<file path="src/rtl/decoder_pkg.sv">
// rtl/decoder_pkg.sv - shared mask constants and request entry type for the frame write packer
package decoder_pkg;

  localparam logic [7:0] MASK_LO   = 8'h0F;
  localparam logic [7:0] MASK_HI   = 8'hF0;
  localparam logic [7:0] MASK_FULL = 8'hFF;

  // Entry address is sized for the widest supported ADDR_W; the top truncates on output.
  localparam int ENTRY_ADDR_W = 64;

  typedef struct packed {
    logic [ENTRY_ADDR_W-1:0] addr;
    logic [7:0]              wmask;
    logic [63:0]             data;
  } req_entry_t;

  function automatic logic [7:0] half_mask(input logic hi);
    return hi ? MASK_HI : MASK_LO;
  endfunction

endpackage

</file>
<file path="src/rtl/decoder_req_fifo.sv">
// rtl/decoder_req_fifo.sv - first-word-fall-through request queue, drops pushes when full
module decoder_req_fifo #(
  parameter type T     = logic,
  parameter int  DEPTH = 4
) (
  input  logic                     i_clk,
  input  logic                     i_rst,
  input  logic                     i_push,
  input  T                         i_data,
  input  logic                     i_pop,
  output logic                     o_valid,
  output T                         o_data,
  output logic [$clog2(DEPTH):0]   o_count,
  output logic                     o_overflow
);
  localparam int AW = $clog2(DEPTH);
  localparam int CW = AW + 1;

  T              r_mem [DEPTH];
  logic [AW-1:0] r_wptr;
  logic [AW-1:0] r_rptr;
  logic [CW-1:0] r_count;

  logic w_empty;
  logic w_full;
  logic w_pop;
  logic w_wr;

  assign w_empty    = (r_count == '0);
  assign w_full     = (r_count == CW'(DEPTH));
  assign w_pop      = i_pop && !w_empty;
  // A pop frees the head slot in the same edge, so a full queue can still accept.
  assign w_wr       = i_push && (!w_full || w_pop);
  assign o_overflow = i_push && w_full && !w_pop;
  assign o_valid    = !w_empty;
  assign o_count    = r_count;

  always_comb begin
    o_data = '0;
    if (!w_empty) o_data = r_mem[r_rptr];
  end

  always_ff @(posedge i_clk) begin
    if (w_wr && !i_rst) r_mem[r_wptr] <= i_data;
  end

  always_ff @(posedge i_clk) begin
    if (i_rst) begin
      r_wptr  <= '0;
      r_rptr  <= '0;
      r_count <= '0;
    end else begin
      if (w_wr)  r_wptr <= r_wptr + 1'b1;
      if (w_pop) r_rptr <= r_rptr + 1'b1;
      case ({w_wr, w_pop})
        2'b10:   r_count <= r_count + 1'b1;
        2'b01:   r_count <= r_count - 1'b1;
        default: r_count <= r_count;
      endcase
    end
  end

endmodule

</file>
<file path="src/rtl/decoder_frame_wr_packer.sv">
// rtl/decoder_frame_wr_packer.sv - packs 32-bit frame RAM writes into masked 64-bit memory write requests
module decoder_frame_wr_packer
  import decoder_pkg::*;
#(
  parameter int ADDR_W        = 32,
  parameter int FIFO_DEPTH    = 4,
  parameter int FLUSH_TIMEOUT = 8
) (
  input  logic              clk_i,
  input  logic              rst_i,
  input  logic [ADDR_W-1:0] base_addr_i,
  input  logic              flush_i,
  input  logic              fr_cs_n_i,
  input  logic              fr_wr_i,
  input  logic [13:0]       fr_addr_i,
  input  logic [31:0]       fr_data_i,
  output logic              stall_o,
  output logic              mem_req_valid_o,
  input  logic              mem_req_ready_i,
  output logic [ADDR_W-1:0] mem_req_addr_o,
  output logic [7:0]        mem_req_wmask_o,
  output logic [63:0]       mem_req_data_o,
  output logic              mem_req_cmd_o,
  input  logic              mem_rsp_valid_i,
  input  logic              mem_rsp_err_i,
  output logic              idle_o,
  output logic              err_o
);
  localparam int TW = $clog2(FLUSH_TIMEOUT + 1);
  localparam int OW = $clog2(FIFO_DEPTH * 2) + 1;
  localparam int CW = $clog2(FIFO_DEPTH) + 1;

  logic                    r_pend_valid;
  logic [12:0]             r_pend_idx;
  logic [7:0]              r_pend_mask;
  logic [63:0]             r_pend_data;
  logic [ENTRY_ADDR_W-1:0] r_pend_addr;
  logic [TW-1:0]           r_timer;
  logic [OW-1:0]           r_outst;
  logic                    r_err;

  logic                    w_wr;
  logic                    w_hi;
  logic                    w_hit;
  logic                    w_full_merge;
  logic                    w_push;
  logic                    w_overflow;
  logic                    w_accept;
  logic                    w_unused_addr;
  logic [12:0]             w_idx;
  logic [7:0]              w_new_mask;
  logic [7:0]              w_merge_mask;
  logic [63:0]             w_new_data;
  logic [63:0]             w_merge_data;
  logic [ENTRY_ADDR_W-1:0] w_new_addr;
  logic [CW-1:0]           w_fifo_count;
  req_entry_t              w_push_entry;
  req_entry_t              w_head;

  assign w_wr         = !fr_cs_n_i && fr_wr_i;
  assign w_idx        = fr_addr_i[13:1];
  assign w_hi         = fr_addr_i[0];
  assign w_new_mask   = half_mask(w_hi);
  assign w_new_data   = w_hi ? {fr_data_i, 32'h0} : {32'h0, fr_data_i};
  assign w_new_addr   = ENTRY_ADDR_W'(base_addr_i) + ENTRY_ADDR_W'({w_idx, 3'b000});
  assign w_hit        = r_pend_valid && (w_idx == r_pend_idx);
  assign w_merge_mask = r_pend_mask | w_new_mask;
  assign w_merge_data = w_hi ? {fr_data_i, r_pend_data[31:0]} : {r_pend_data[63:32], fr_data_i};
  assign w_full_merge = w_hit && (w_merge_mask == MASK_FULL);

  // One push source per cycle: a write decides first, then flush, then timeout.
  always_comb begin
    w_push             = 1'b0;
    w_push_entry.addr  = r_pend_addr;
    w_push_entry.wmask = r_pend_mask;
    w_push_entry.data  = r_pend_data;
    if (w_wr) begin
      if (w_full_merge) begin
        w_push             = 1'b1;
        w_push_entry.wmask = MASK_FULL;
        w_push_entry.data  = w_merge_data;
      end else if (r_pend_valid && !w_hit) begin
        w_push = 1'b1;
      end
    end else if (r_pend_valid && (flush_i || (r_timer == TW'(FLUSH_TIMEOUT - 1)))) begin
      w_push = 1'b1;
    end
  end

  always_ff @(posedge clk_i) begin
    if (rst_i) begin
      r_pend_valid <= 1'b0;
      r_pend_idx   <= '0;
      r_pend_mask  <= '0;
      r_pend_data  <= '0;
      r_pend_addr  <= '0;
      r_timer      <= '0;
    end else if (w_wr) begin
      r_timer <= '0;
      if (w_full_merge) begin
        r_pend_valid <= 1'b0;
      end else if (w_hit) begin
        r_pend_mask <= w_merge_mask;
        r_pend_data <= w_merge_data;
      end else begin
        r_pend_valid <= 1'b1;
        r_pend_idx   <= w_idx;
        r_pend_mask  <= w_new_mask;
        r_pend_data  <= w_new_data;
        r_pend_addr  <= w_new_addr;
      end
    end else if (r_pend_valid) begin
      if (w_push) begin
        r_pend_valid <= 1'b0;
        r_timer      <= '0;
      end else begin
        r_timer <= r_timer + 1'b1;
      end
    end
  end

  decoder_req_fifo #(
    .T     (req_entry_t),
    .DEPTH (FIFO_DEPTH)
  ) u_req_fifo (
    .i_clk      (clk_i),
    .i_rst      (rst_i),
    .i_push     (w_push),
    .i_data     (w_push_entry),
    .i_pop      (mem_req_ready_i),
    .o_valid    (mem_req_valid_o),
    .o_data     (w_head),
    .o_count    (w_fifo_count),
    .o_overflow (w_overflow)
  );

  assign w_accept = mem_req_valid_o && mem_req_ready_i;

  always_ff @(posedge clk_i) begin
    if (rst_i) begin
      r_outst <= '0;
      r_err   <= 1'b0;
    end else begin
      case ({w_accept, mem_rsp_valid_i})
        2'b10:   if (r_outst != '1) r_outst <= r_outst + 1'b1;
        2'b01:   if (r_outst != '0) r_outst <= r_outst - 1'b1;
        default: r_outst <= r_outst;
      endcase
      if (w_overflow || (mem_rsp_valid_i && mem_rsp_err_i)) r_err <= 1'b1;
    end
  end

  assign mem_req_addr_o  = w_head.addr[ADDR_W-1:0];
  assign w_unused_addr   = ^w_head.addr;
  assign mem_req_wmask_o = w_head.wmask;
  assign mem_req_data_o  = w_head.data;
  assign mem_req_cmd_o   = 1'b1;
  assign stall_o         = (w_fifo_count >= CW'(FIFO_DEPTH - 1));
  assign idle_o          = !r_pend_valid && !mem_req_valid_o && (r_outst == '0);
  assign err_o           = r_err;

endmodule

</file>
<file path="config.mk">
export PLATFORM = sky130hd
export DESIGN_NAME = decoder_frame_wr_packer
export DESIGN_NICKNAME = d
export VERILOG_FILES = /design/src/rtl/decoder_pkg.sv /design/src/rtl/decoder_req_fifo.sv /design/src/rtl/decoder_frame_wr_packer.sv
export SDC_FILE = /design/constraint.sdc
export NUM_CORES = 1
export LEC_CHECK = 0
export ABC_AREA = 0
export CAP_MARGIN = 20
export CELL_PAD_IN_SITES_DETAIL_PLACEMENT = 1
export CELL_PAD_IN_SITES_GLOBAL_PLACEMENT = 2
export CORE_ASPECT_RATIO = 0.6
export CORE_MARGIN = 5
export CORE_UTILIZATION = 25
export CTS_CLUSTER_SIZE = 30
export DETAILED_ROUTE_END_ITERATION = 7
export PLACE_DENSITY_LB_ADDON = 0.1
export SYNTH_ARGS = -nofsm -noshare
export SYNTH_HDL_FRONTEND = slang
export SYNTH_SLANG_ARGS = --single-unit
</file>
<file path="constraint.sdc">
create_clock -name clk_i -period 4.62 [get_ports clk_i]
set_input_delay 0.924 -clock clk_i [delete_from_list [all_inputs] [get_ports clk_i]]
set_output_delay 0.924 -clock clk_i [all_outputs]
set_load 0.02 [all_outputs]
</file>
==> Word level (Yosys, flattened, before mapping) <==
Memory sizes are Yosys's and may differ from the RTL's. A register that Yosys moved wholly into a read port is not among the register bits.
Cells that the tools add are included.
{ "word_totals": {"reg_bits": 166, "ramBits": 544, "inputBits": 86, "out_inout_bits": 109, "elab_cells": 94, "mem_count": 1} }
{ "mem_list": {"columns": ["name", "depth", "width", "rd", "rd_clocked_by_memory_dff", "write_ports", "line", "text"], "rows": [
  ["u_req_fifo.r_mem", 4, 136, 1, 1, 1, "decoder_req_fifo.sv:19", "T r_mem [DEPTH];"]
]} }
{ "op_classes": {"addsub": 8, "magnitude_cmp": 1, "eq_ne": 12, "mux": 26, "bitwise_logic": 3, "reduce_logical": 32} }
{ "ops": {"columns": ["op", "n"], "rows": [
  ["$mux 64", 3],
  ["$mux 72", 2],
  ["$mux 104", 1],
  ["$add 32x16->33", 1],
  ["$mux 8", 2],
  ["$eq 13x13->1", 1],
  ["$logic_and 1x1->1", 13],
  ["$mux 4", 3],
  ["$mux 1", 11],
  ["$add 4x1->4 const B", 2],
  ["$eq 8x8->1 const B", 1],
  ["$or 8x8->8", 1],
  ["$pmux 4 s2", 1],
  ["$logic_not 1->1", 7],
  ["$pmux 3 s2", 1],
  ["$reduce_and 3->1", 2],
  ["$add 2x1->2 const B", 2],
  ["$eq 2x1->1 const B", 2],
  ["$eq 2x2->1 const B", 2],
  ["$eq 4x3->1 const B", 1],
  ["$logic_not 4->1", 1],
  ["$mux 2", 2],
  ["$ne 2x2->1 const B", 2],
  ["$ne 4x4->1 const B", 1],
  ["other kinds (13)", 17]
]} }

==> Longest topological paths before layout <==
Gate-level depths: netlist of run 1.
{ "logic_depth": {"depth_word": 11, "depth_mapped": 10, "mapped_depth_nobuf": 9} }

==> Hierarchy <==
Synthesis of run 1 repeated with hierarchy kept, for this count alone.
{ "unflattened": {"hier_cells": 1594, "hier_area_um2": 27452.6} }
{ "by_module_without_submodules": {"columns": ["module", "n_inst", "cells_per_inst", "area_per_inst_um2", "seq_area_each_um2"], "rows": [
  ["decoder_req_fifo", 1, 915, 20972.6, 16515.8],
  ["decoder_frame_wr_packer", 1, 679, 6480.0, 2562.5]
]} }

==> Worst setup path after synthesis of run 1 <==
No wires, ideal clock.
{ "synth_timing": {"path_type": "input-to-reg", "from": "input fr_addr_i[0]", "to": "memory u_req_fifo.r_mem[0][0] (netlist name) (enable)", "setup_time_ns": 0.475, "arrival_ns": 4.383, "required_ns": 4.145, "slack_ns": -0.238, "path_stages": 5, "path_buffers": 1, "cell_sequence": "clkbuf_1 > mux2i_1 > nor2_1 > a21oi_1 > and3b_1"} }
{ "synth_between": {"elab_chain_len": 10} }
{ "synth_lines": {"columns": ["element", "line", "text"], "rows": [
  ["start, declared", "decoder_frame_wr_packer.sv:15", "input logic [13:0] fr_addr_i,"],
  ["$mux 8", "decoder_pkg.sv:18", "return hi ? MASK_HI : MASK_LO;"],
  ["$or 8x8->8", "decoder_frame_wr_packer.sv:67", "assign w_merge_mask = r_pend_mask | w_new_mask;"],
  ["$eq 8x8->1", "decoder_frame_wr_packer.sv:69", "assign w_full_merge = w_hit && (w_merge_mask == MASK_FULL);"],
  ["$logic_and 1x1->1", "decoder_frame_wr_packer.sv:69", null],
  ["$mux 1", "decoder_frame_wr_packer.sv:78", "if (w_full_merge) begin"],
  ["$mux 1", "decoder_frame_wr_packer.sv:77", "if (w_wr) begin"],
  ["$logic_and 1x1->1", "decoder_req_fifo.sv:33", "assign w_wr = i_push && (!w_full || w_pop);"],
  ["$logic_and 1x1->1", "decoder_req_fifo.sv:44", "if (w_wr && !i_rst) r_mem[r_wptr] <= i_data;"],
  ["$mux 1", "decoder_req_fifo.sv:44", null],
  ["$mux 1 (not written as such)", "decoder_req_fifo.sv:44", null],
  ["end, declared", "decoder_req_fifo.sv:19", null]
]} }
Every way passes these cells.

==> results.txt, run 1 <==
Row count: 85
Setup crit end kind: output port
Syn avg cell area: 16.3 sq um
Gp weighted congestion: 0.668
Pins Over Slew Limit: 0
DRC Markers: 0
CTS sink cnt: 552
Chip height: 242 microns
Crit path launch type: flop
Ratio of cells with drive above 1 in the final layout: 0.187
Clock Tree Buf Depth: 3
Async SR Flop Fraction: 0
Die area: 96200 sq um
Detailed Route Iter0 Violations: 607
Drt pass-1 iters: 4
Status: complete, no violations
Vias in the first global route: 14041
Library cells used by synthesis: 64
CTS root buf: clkbuf_16
FF-to-FF Start: u_req_fifo.o_count[0]
CTS Hold Bufs: 0
Hold Path Sink: r_pend_data[58]
Yosys warning count: 0
Mapped cell area: 22500 sq um
Synth Flop Type: edfxtp_1
Total track usage: 0.132
Final setup fails: 0
Slew HR: 0.401
Data arrival, critical path: 3.05 ns
Worst path required time: 3.70 ns
Fin nets: 1692
Number of synthesized flops with an enable pin: 416
Combinational group share of total power: 0.292
Global-route wire length before repair: 95600 microns
#FFs+latches synth: 552
Reg clk slew, reported paths: 0.06 ns
Final Util: 0.311
Power per cell area: 511 nW/um^2
Routed WL per cell: 22.5 microns
Final Hold Vio Count: 0
Flop pwr share: 0.393
Initial antenna violation count: 2
Worst Hold Depth: 1
Clk_lat worst skew: 0.62 ns
Clk pwr share: 0.315
MaxCap Viol Count: 0
Switching share of power: 0.303
Gr ovfl total: 0
Worst Path Class, Setup: reg -> out
Post-route ant nets: 0
Hold Crit Class: reg -> reg
Reg-to-reg slack, setup: 1.59 ns
Port Buffers: 193
Final wirelength: 64200 microns
IO Count: 195
Post-Synthesis Cells: 1379
Largest net degree at the start of global routing: 73
Die X-Extent: 397 microns
# resized after CTS: 0
Fin crit period: 3.98 ns
Sequential area share after synthesis: 0.677
Clock skew: 0.0140 ns
Worst Reg2Reg Path Length in Cells: 10
R2r endpoint: r_outst[3]
Core box area: 89400 sq um
Design area: 27800 sq um
Critical Path Fanout Max: 35
Total power: 14.2 mW
Achievable Freq: 0.252 GHz
Slew @ Worst Pin: 0.899 ns
Post-CTS Setup Inserts: 0
VDD IR-drop max: 337 uV
Int Pwr: 9.90 mW
Setup TNS: 0 ns
Post-DR vias/cell: 4.42
DP Area: 26000 sq um
Sw Pwr: 4.29 mW
Worst hold path startpoint: r_pend_data[58]
CTS tree: done
Area grow syn2layout: 23.7%
Hpwl dp: 38500 microns
Cts bufs inserted: 57
Initial core utilization: 0.251
Syn Nets: 1490
Vias: 12597
Leakage power figure: 9.10 nW
RSZ-0062 raised after global routing: no
Final period util: 0.860
H-tree depth: 2
-- worst max path at each step --
stage,from,slack [ns],end
2_1_floorplan,fr_addr_i[0],0.93,u_req_fifo.r_mem[0][0]
5_1_grt,u_req_fifo.o_count[0],0.38,mem_req_wmask_o[4]
3_3_place_gp,fr_addr_i[2],0.67,u_req_fifo.r_mem[2][40]
4_1_cts,u_req_fifo.o_count[0],0.46,mem_req_wmask_o[4]
6_report,flop,0.64,mem_req_data_o[2]
3_5_place_dp,fr_addr_i[2],0.62,u_req_fifo.r_mem[1][41]
-- worst max-delay path, stage by stage, from the launching register on --
cell and delay, ns:
dfxtp_4 0.79, buf_4 0.43, mux4_2 0.44, and2_1 0.21, clkdlybuf4s50_1 0.54
-- cells in the final DEF, fill, tap and decap left out, drive strengths merged, types with 8 or more instances in the layout --
| cell | netlist | layout |
|---|---|---|
| a211oi | 11 | 11 |
| a21o | 9 | 9 |
| a21oi | 57 | 57 |
| a22o | 64 | 64 |
| and2 | 107 | 107 |
| buf | 40 | 30 |
| clkbuf | 39 | 82 |
| clkdlybuf4s50 | 0 | 192 |
| clkinv | 0 | 16 |
| dfxtp | 136 | 136 |
| edfxtp | 416 | 416 |
| ha | 22 | 22 |
| inv | 12 | 13 |
| mux2 | 66 | 66 |
| mux4 | 104 | 104 |
| nand2 | 86 | 86 |
| nand2b | 14 | 14 |
| nand3 | 8 | 8 |
| nand4 | 11 | 11 |
| nor2 | 43 | 43 |
| o21ai | 11 | 11 |
| or3 | 8 | 8 |
| xnor2 | 29 | 29 |
| xor2 | 10 | 10 |
-- power groups by stage --
| stage | sequential [mW] | clock, mW | combinational (mW) |
|---|---|---|---|
| after floorplan | 5.59 | 0 | 2.35 |
| after global placement | 5.70 | 0 | 4.29 |
| after detailed placement | 5.70 | 0 | 4.29 |
| after CTS | 5.59 | 4.68 | 4.31 |
| after global routing | 5.61 | 4.89 | 4.48 |
| final | 5.58 | 4.47 | 4.14 |
-- registers in the layout, summed over array words and instances, names as in the netlist, named ones only --
register,count
r_pend_mask,8
u_req_fifo.r_rptr,2
r_pend_addr,32
r_pend_valid,1
r_timer,4
r_pend_data,64
u_req_fifo.o_count,3
err_o,1
u_req_fifo.r_wptr,2
r_pend_idx,13
u_req_fifo.r_mem,416
r_outst,4
-- cell usage after synthesis, types with 4 or more instances --
master / number / area [sq um]
edfxtp_1: 416 / 12500
dfxtp_1: 136 / 2720
and2_1: 106 / 663
mux4_2: 104 / 2340
nand2_1: 86 / 323
a22o_1: 64 / 561
mux2_2: 61 / 687
a21oi_1: 56 / 280
nor2_1: 43 / 161
clkbuf_1: 39 / 146
xnor2_1: 29 / 254
buf_2: 27 / 135
ha_1: 22 / 275
nand2b_1: 14 / 87.6
inv_1: 12 / 45.0
nand4_1: 11 / 68.8
a211oi_1: 10 / 75.1
xor2_1: 10 / 87.6
a21o_1: 9 / 67.6
o21ai_0: 9 / 45.0
buf_1: 8 / 30.0
nand3_1: 8 / 40.0
or3_1: 7 / 43.8
nor3_1: 6 / 30.0
o31ai_1: 6 / 45.0
and3b_1: 5 / 43.8
mux2_1: 5 / 56.3
nor2b_1: 5 / 31.3
a311oi_1: 4 / 35.0
a31oi_1: 4 / 25.0
nor4_1: 4 / 25.0
o21a_1: 4 / 30.0
or4_1: 4 / 30.0
-- kinds of logic (layout without fill, tap and decap cells) --
family	count (synthesis)	in the layout	share of synthesized area
adder cells (fa/ha/maj)	25	25	0.0149
AO/OA/AOI/OAI	185	185	0.0599
XOR/XNOR	39	39	0.0152
flip-flops	552	552	0.677
AND/OR/NAND/NOR	313	313	0.0745
multiplexers	173	173	0.139
other	1	2	0.000167
buffers and inverters	91	342	0.0194
-- routing by layer --
layer  GRT usage  vias up  part of all wire
li1            -     5741                 -
met1       0.189     6618              0.49
met2       0.213      165              0.46
met3      0.0218       73             0.034
met4      0.0277        0             0.016
met5           0        -                 0
-- stage by stage --
| stage | cells | hold WS [ns] | setup slack [ns] |
|---|---|---|---|
| finish | 2849 | 0.468 | 0.645 |
| global route | 2848 | 0.480 | 0.380 |
| CTS | 2848 | 0.471 | 0.457 |
| detailed placement | 2740 | 0.452 | 0.620 |
| global placement | 2740 | 0.451 | 0.669 |
| floorplan | 1379 | 0.435 | 0.925 |
-- area by class of cell --
cell class                 instances  area (sq um)
timing repair buffer             222          2320
inverter                          12          45.0
multi-input combinational        736          6870
fill                            9295         61600
antenna                            1          2.50
clock inverter                    26           194
sequential                       552         15200
clock buffer                      82          1610
tap                             1218          1520
Note: power is estimated with default switching activity, not from simulation.
==> run 2, diff against run 1 <==
RECOVER_POWER = 50   (was unset)
clock period = 4.7 ns   (was 4.62 ns; I/O delays follow)
==> run 2 against run 1 <==
Global-route usage about the same; sequential cell count stayed put; register-to-register slack got worse by 0.37 ns; final cell count barely moved; setup slack got worse by 0.029 ns; clock power rose by 4%; largest cell class unchanged.
==> results.txt, run 2 (synthesis results as in run 1) <==
Largest Register: u_req_fifo.r_mem
Fillcell total: 9194
Drt pass-1 iters: 4
Worst path required time: 4.76 ns
Setup TNS: 0 ns
Final period util: 0.869
Area grow syn2layout: 23.7%
Port Buffers: 193
Gr ovfl total: 0
Post-DR vias/cell: 4.42
Final wirelength: 64600 microns
WL met1: 32100 microns
Clk pwr share: 0.327
Post-route ant nets: 0
H-tree depth: 2
Switching share of power: 0.301
CTS sink cnt: 552
Chip height: 242 microns
Final Hold Vio Count: 0
DR top layer: met4
Buffers & Inverters on Critical Path: 2
Most common cell after layout, fill and taps aside: edfxtp_1
Setup crit end kind: flop
Hpwl dp: 39900 microns
Die X-Extent: 397 microns
Cts bufs inserted: 57
Die area: 96200 sq um
Hold Crit Class: reg -> reg
Int Pwr: 9.91 mW
CP cell instances: dlygate4sd3_1 -> xnor2_1 -> nand4_1 -> nor4_4 -> a21oi_1 -> and3b_4 -> clkbuf_2
Clock skew: 0.0231 ns
Detailed Route Iter0 Violations: 686
VDD IR-drop max: 306 uV
Sw Pwr: 4.27 mW
Slew HR: 0.0167
Combinational group share of total power: 0.286
DRC Markers: 0
Leakage power figure: 9.14 nW
IO Count: 195
Multi-input combinational cell area: 6850 sq um
Initial core utilization: 0.251
Crit path launch type: input port
CTS Hold Bufs: 0
Power per cell area: 510 nW/um^2
Met2 routed WL: 29500 microns
Final setup fails: 0
CTS tree: done
Max incr delay on CP: 0.74 ns
Achievable Freq: 0.245 GHz
Clk_lat worst skew: 0.62 ns
Vias: 12611
Row count: 85
Vias in the first global route: 13845
Data arrival, critical path: 4.14 ns
# resized after CTS: 0
Crit-path slowest cell: clkbuf_2
Gp weighted congestion: 0.672
RSZ-0062 raised after global routing: no
Initial antenna violation count: 4
Met3 routed WL: 2160 microns
Most frequent cells in the layout: edfxtp_1 (416), clkdlybuf4s50_1 (188), dfxtp_1 (134), and2_1 (105), mux4_2 (104)
Design area: 27800 sq um
MaxCap Viol Count: 0
Clock Tree Buf Depth: 3
Status: complete, no violations
Global-route wire length before repair: 96000 microns
Max FFs per register: 416
Core box area: 89400 sq um
Worst Path Class, Setup: in -> reg
Routed WL per cell: 22.7 microns
Biggest regs: u_req_fifo.r_mem (416), r_pend_data (64), r_pend_addr (32)
DP Area: 26000 sq um
Reg area: 15200 sq um
Critical Path Fanout Max: 40
Reg clk slew, reported paths: 0.06 ns
Slew @ Worst Pin: 1.47 ns
CTS root buf: clkbuf_16
Post-CTS Setup Inserts: 0
Top Family by Delay on Critical Path: buffers and inverters
Ratio of cells with drive above 1 in the final layout: 0.183
Flop pwr share: 0.387
Largest net degree at the start of global routing: 72
Fin nets: 1693
Total track usage: 0.133
Fin crit period: 4.08 ns
Pins Over Slew Limit: 0
## run 2: worst paths after layout
check	from	slack (ns)	depth (start not counted)	endpoint
setup / recovery	fr_addr_i[2]	0.62	7	u_req_fifo.r_mem[3][4]
hold / removal	r_pend_data[0]	0.47	1	r_pend_data[0]
setup reg to reg	r_pend_mask[3]	1.22	6	u_req_fifo.r_mem[1][9]
hold reg to reg	r_pend_data[0]	0.47	1	r_pend_data[0]
## run 2: power groups by stage
stage / registers [mW] / clock network [mW] / logic [mW]
3_5_place_dp: 5.60 / 0 / 4.22
5_1_grt: 5.51 / 5.04 / 4.41
3_3_place_gp: 5.60 / 0 / 4.22
4_1_cts: 5.49 / 4.82 / 4.24
6_report: 5.49 / 4.63 / 4.06
2_1_floorplan: 5.50 / 0 / 2.31
## run 2: metal layers
layer / vias to the layer above / global-route usage
li1: 5746 / -
met3: 69 / 0.0228
met1: 6626 / 0.191
met4: 0 / 0.0244
met2: 170 / 0.212
met5: - / 0
## run 2: through the flow
| stage | utilization | setup WS (ns) | hold slack [ns] | instances | total power, mW |
|---|---|---|---|---|---|
| 5_1_grt | 0.311 | 0.313 | 0.479 | 2848 | 15.0 |
| 3_3_place_gp | 0.291 | 0.638 | 0.455 | 2741 | 9.81 |
| 3_5_place_dp | 0.291 | 0.527 | 0.453 | 2741 | 9.82 |
| 6_report | 0.311 | 0.616 | 0.467 | 2850 | 14.2 |
| 2_1_floorplan | - | 0.989 | 0.435 | 1379 | 7.80 |
| 4_1_cts | 0.312 | 0.491 | 0.471 | 2848 | 14.6 |
## run 2: area by class of cell
cell class                      count  area share
Sequential cell                   552       0.548
Tap cell                         1218      0.0549
Timing Repair Buffer              223      0.0807
Clock inverter                     26      0.0115
Antenna cell                        2    0.000180
Multi-Input combinational cell    736       0.247
Clock buffer                       81      0.0568
Inverter                           12     0.00162
==> run 3, diff against run 2 <==
clock period = 3.7 ns   (was 4.7 ns; I/O delays follow)
==> run 3 against run 2 <==
Sequential cell count stayed put; design area rose by 1.3%; register-to-register slack worse by 0.69 ns; worst hold slack improved by 0.0012 ns; utilization up 0.40 points; clock power grew 25%; sequential power increased by 26%; critical path type unchanged; critical endpoint is now u_req_fifo.r_mem[1][7].
==> results.txt, run 3 (synthesis results as in run 1) <==
Status: complete, no violations
Fin nets: 1726
Max FFs per register: 416
Top Family by Delay on Critical Path: simple AND/OR/NAND/NOR gates
Worst Path Class, Setup: in -> reg
Ratio of cells with drive above 1 in the final layout: 0.179
Clk_lat worst skew: 0.61 ns
Row count: 85
Fin crit period: 3.59 ns
Clock skew: 0.0260 ns
Cts bufs inserted: 58
Die X-Extent: 397 microns
Max incr delay on CP: 0.63 ns
Biggest regs: u_req_fifo.r_mem (416), r_pend_data (64), r_pend_addr (32)
Detailed Route Iter0 Violations: 524
Vias in the first global route: 13969
Most frequent cells in the layout: edfxtp_1 (416), clkdlybuf4s50_1 (190), dfxtp_1 (133), and2_1 (105), mux4_2 (104)
Vias: 12751
Buffers & Inverters on Critical Path: 2
Hold WS: 0.468 ns
Slew HR: 0.438
Crit path launch type: input port
Final Util: 0.315
Pins Over Slew Limit: 0
CP cell instances: dlygate4sd3_1 -> xnor2_1 -> nand4_1 -> nor4_1 -> and2_0 -> nand2_2 -> clkbuf_4 -> mux2_1
Slew @ Worst Pin: 0.843 ns
CTS Hold Bufs: 0
Gp weighted congestion: 0.676
CTS root buf: clkbuf_16
Global-route wire length before repair: 97300 microns
CTS tree: done
Largest net degree at the start of global routing: 50
Total track usage: 0.135
Initial core utilization: 0.251
IO Count: 195
Core box area: 89400 sq um
Placed Cells incl. Taps: 2766
Non-filler instance count after layout: 2881
MaxCap Viol Count: 0
Drt pass-1 iters: 4
Final Hold Vio Count: 0
Die area: 96200 sq um
Power per cell area: 648 nW/um^2
Setup crit end kind: flop
Crit-path slowest cell: dlygate4sd3_1
H-tree depth: 2
Setup TNS: 0 ns
Reg clk slew, reported paths: 0.06 ns
Gr ovfl total: 0
Routed WL per cell: 22.8 microns
Data arrival, critical path: 3.92 ns
Most common cell after layout, fill and taps aside: edfxtp_1
Setup WS post-layout: 0.109 ns
Final period util: 0.971
RSZ-0062 raised after global routing: no
Chip height: 242 microns
Hpwl dp: 41000 microns
Critical Path Fanout Max: 32
DRC Markers: 0
Worst slack at placement: 0.0675 ns
CTS sink cnt: 552
Post-DR vias/cell: 4.43
Final setup fails: 0
Leakage power figure: 9.34 nW
Largest Register: u_req_fifo.r_mem
Achievable Freq: 0.278 GHz
Area grow syn2layout: 25.3%
Port Buffers: 193
Worst path required time: 4.03 ns
VDD IR-drop max: 387 uV
Clock Tree Buf Depth: 3
Hold Crit Class: reg -> reg
Post-route ant nets: 0
Initial antenna violation count: 6
Final wirelength: 65600 microns
-- run 3: cell types whose count changed in the layout (fill, tap and decap cells not counted), moves of 3 or more --
cell / change
mux2_1: +32
mux2_2: -32
buf_4: +13
buf_12: +12
clkbuf_8: +8
clkbuf_2: -5
clkinv_2: +5
clkbuf_4: +4
bufinv_16: -3
clkinv_1: -3
-- run 3: metrics by stage --
stage	instance area [sq um]	power, mW
after floorplan	22500	9.91
after global placement	26400	12.6
after detailed placement	26400	12.5
after CTS	28300	18.6
after global routing	28100	19.3
final	28100	18.3
-- run 3: path summary, 6_finish.rpt --
path / from / to / slack (ns) / cells after the start
min: r_pend_idx[5] / r_pend_idx[5] / 0.47 / 2
max: fr_addr_i[2] / u_req_fifo.r_mem[1][7] / 0.11 / 8
min reg2reg: r_pend_idx[5] / r_pend_idx[5] / 0.47 / 2
max reg2reg: r_pend_idx[11] / u_req_fifo.r_mem[1][7] / 0.53 / 7
-- run 3: repair_timing --
action	CTS	global route
buffers inserted	2	4
setup endpoints to repair	56	2
gates cloned	1	0
pin swaps	1	1
endpoints found under the hold margin	0	0
resized for setup	1	1
-- run 3: power breakdown --
part / total (mW) / switching [mW] / internal [mW]
Clock: 5.80 / 2.44 / 3.37
Combinational: 5.51 / 2.88 / 2.63
Sequential: 6.94 / 0.149 / 6.79
-- run 3: layer usage --
layer	up-vias	track usage	share of wire
met2	205	0.209	0.45
met1	6655	0.201	0.50
met4	2	0.0252	0.014
met3	74	0.0226	0.036
met5	-	0	0.00030
li1	5815	-	-
-- run 3: final cells by class --
type | count | area [sq um]
fillers | 9231 | 61300
flip-flops and latches | 552 | 15200
multi-input cells | 737 | 6840
repair buffers | 254 | 2620
clock buffers | 84 | 1690
well taps | 1218 | 1520
clock inverters | 23 | 204
inverters | 12 | 45.0
diodes | 1 | 2.50
-- run 3: worst register-to-register path, cell delays in order, from the launching register on --
cell and delay, ns:
dfxtp_1 0.33, xnor2_1 0.29, nand4_1 0.19, nor4_1 0.60
and2_0 0.34, nand2_2 0.07, clkbuf_4 0.48, mux2_1 0.60
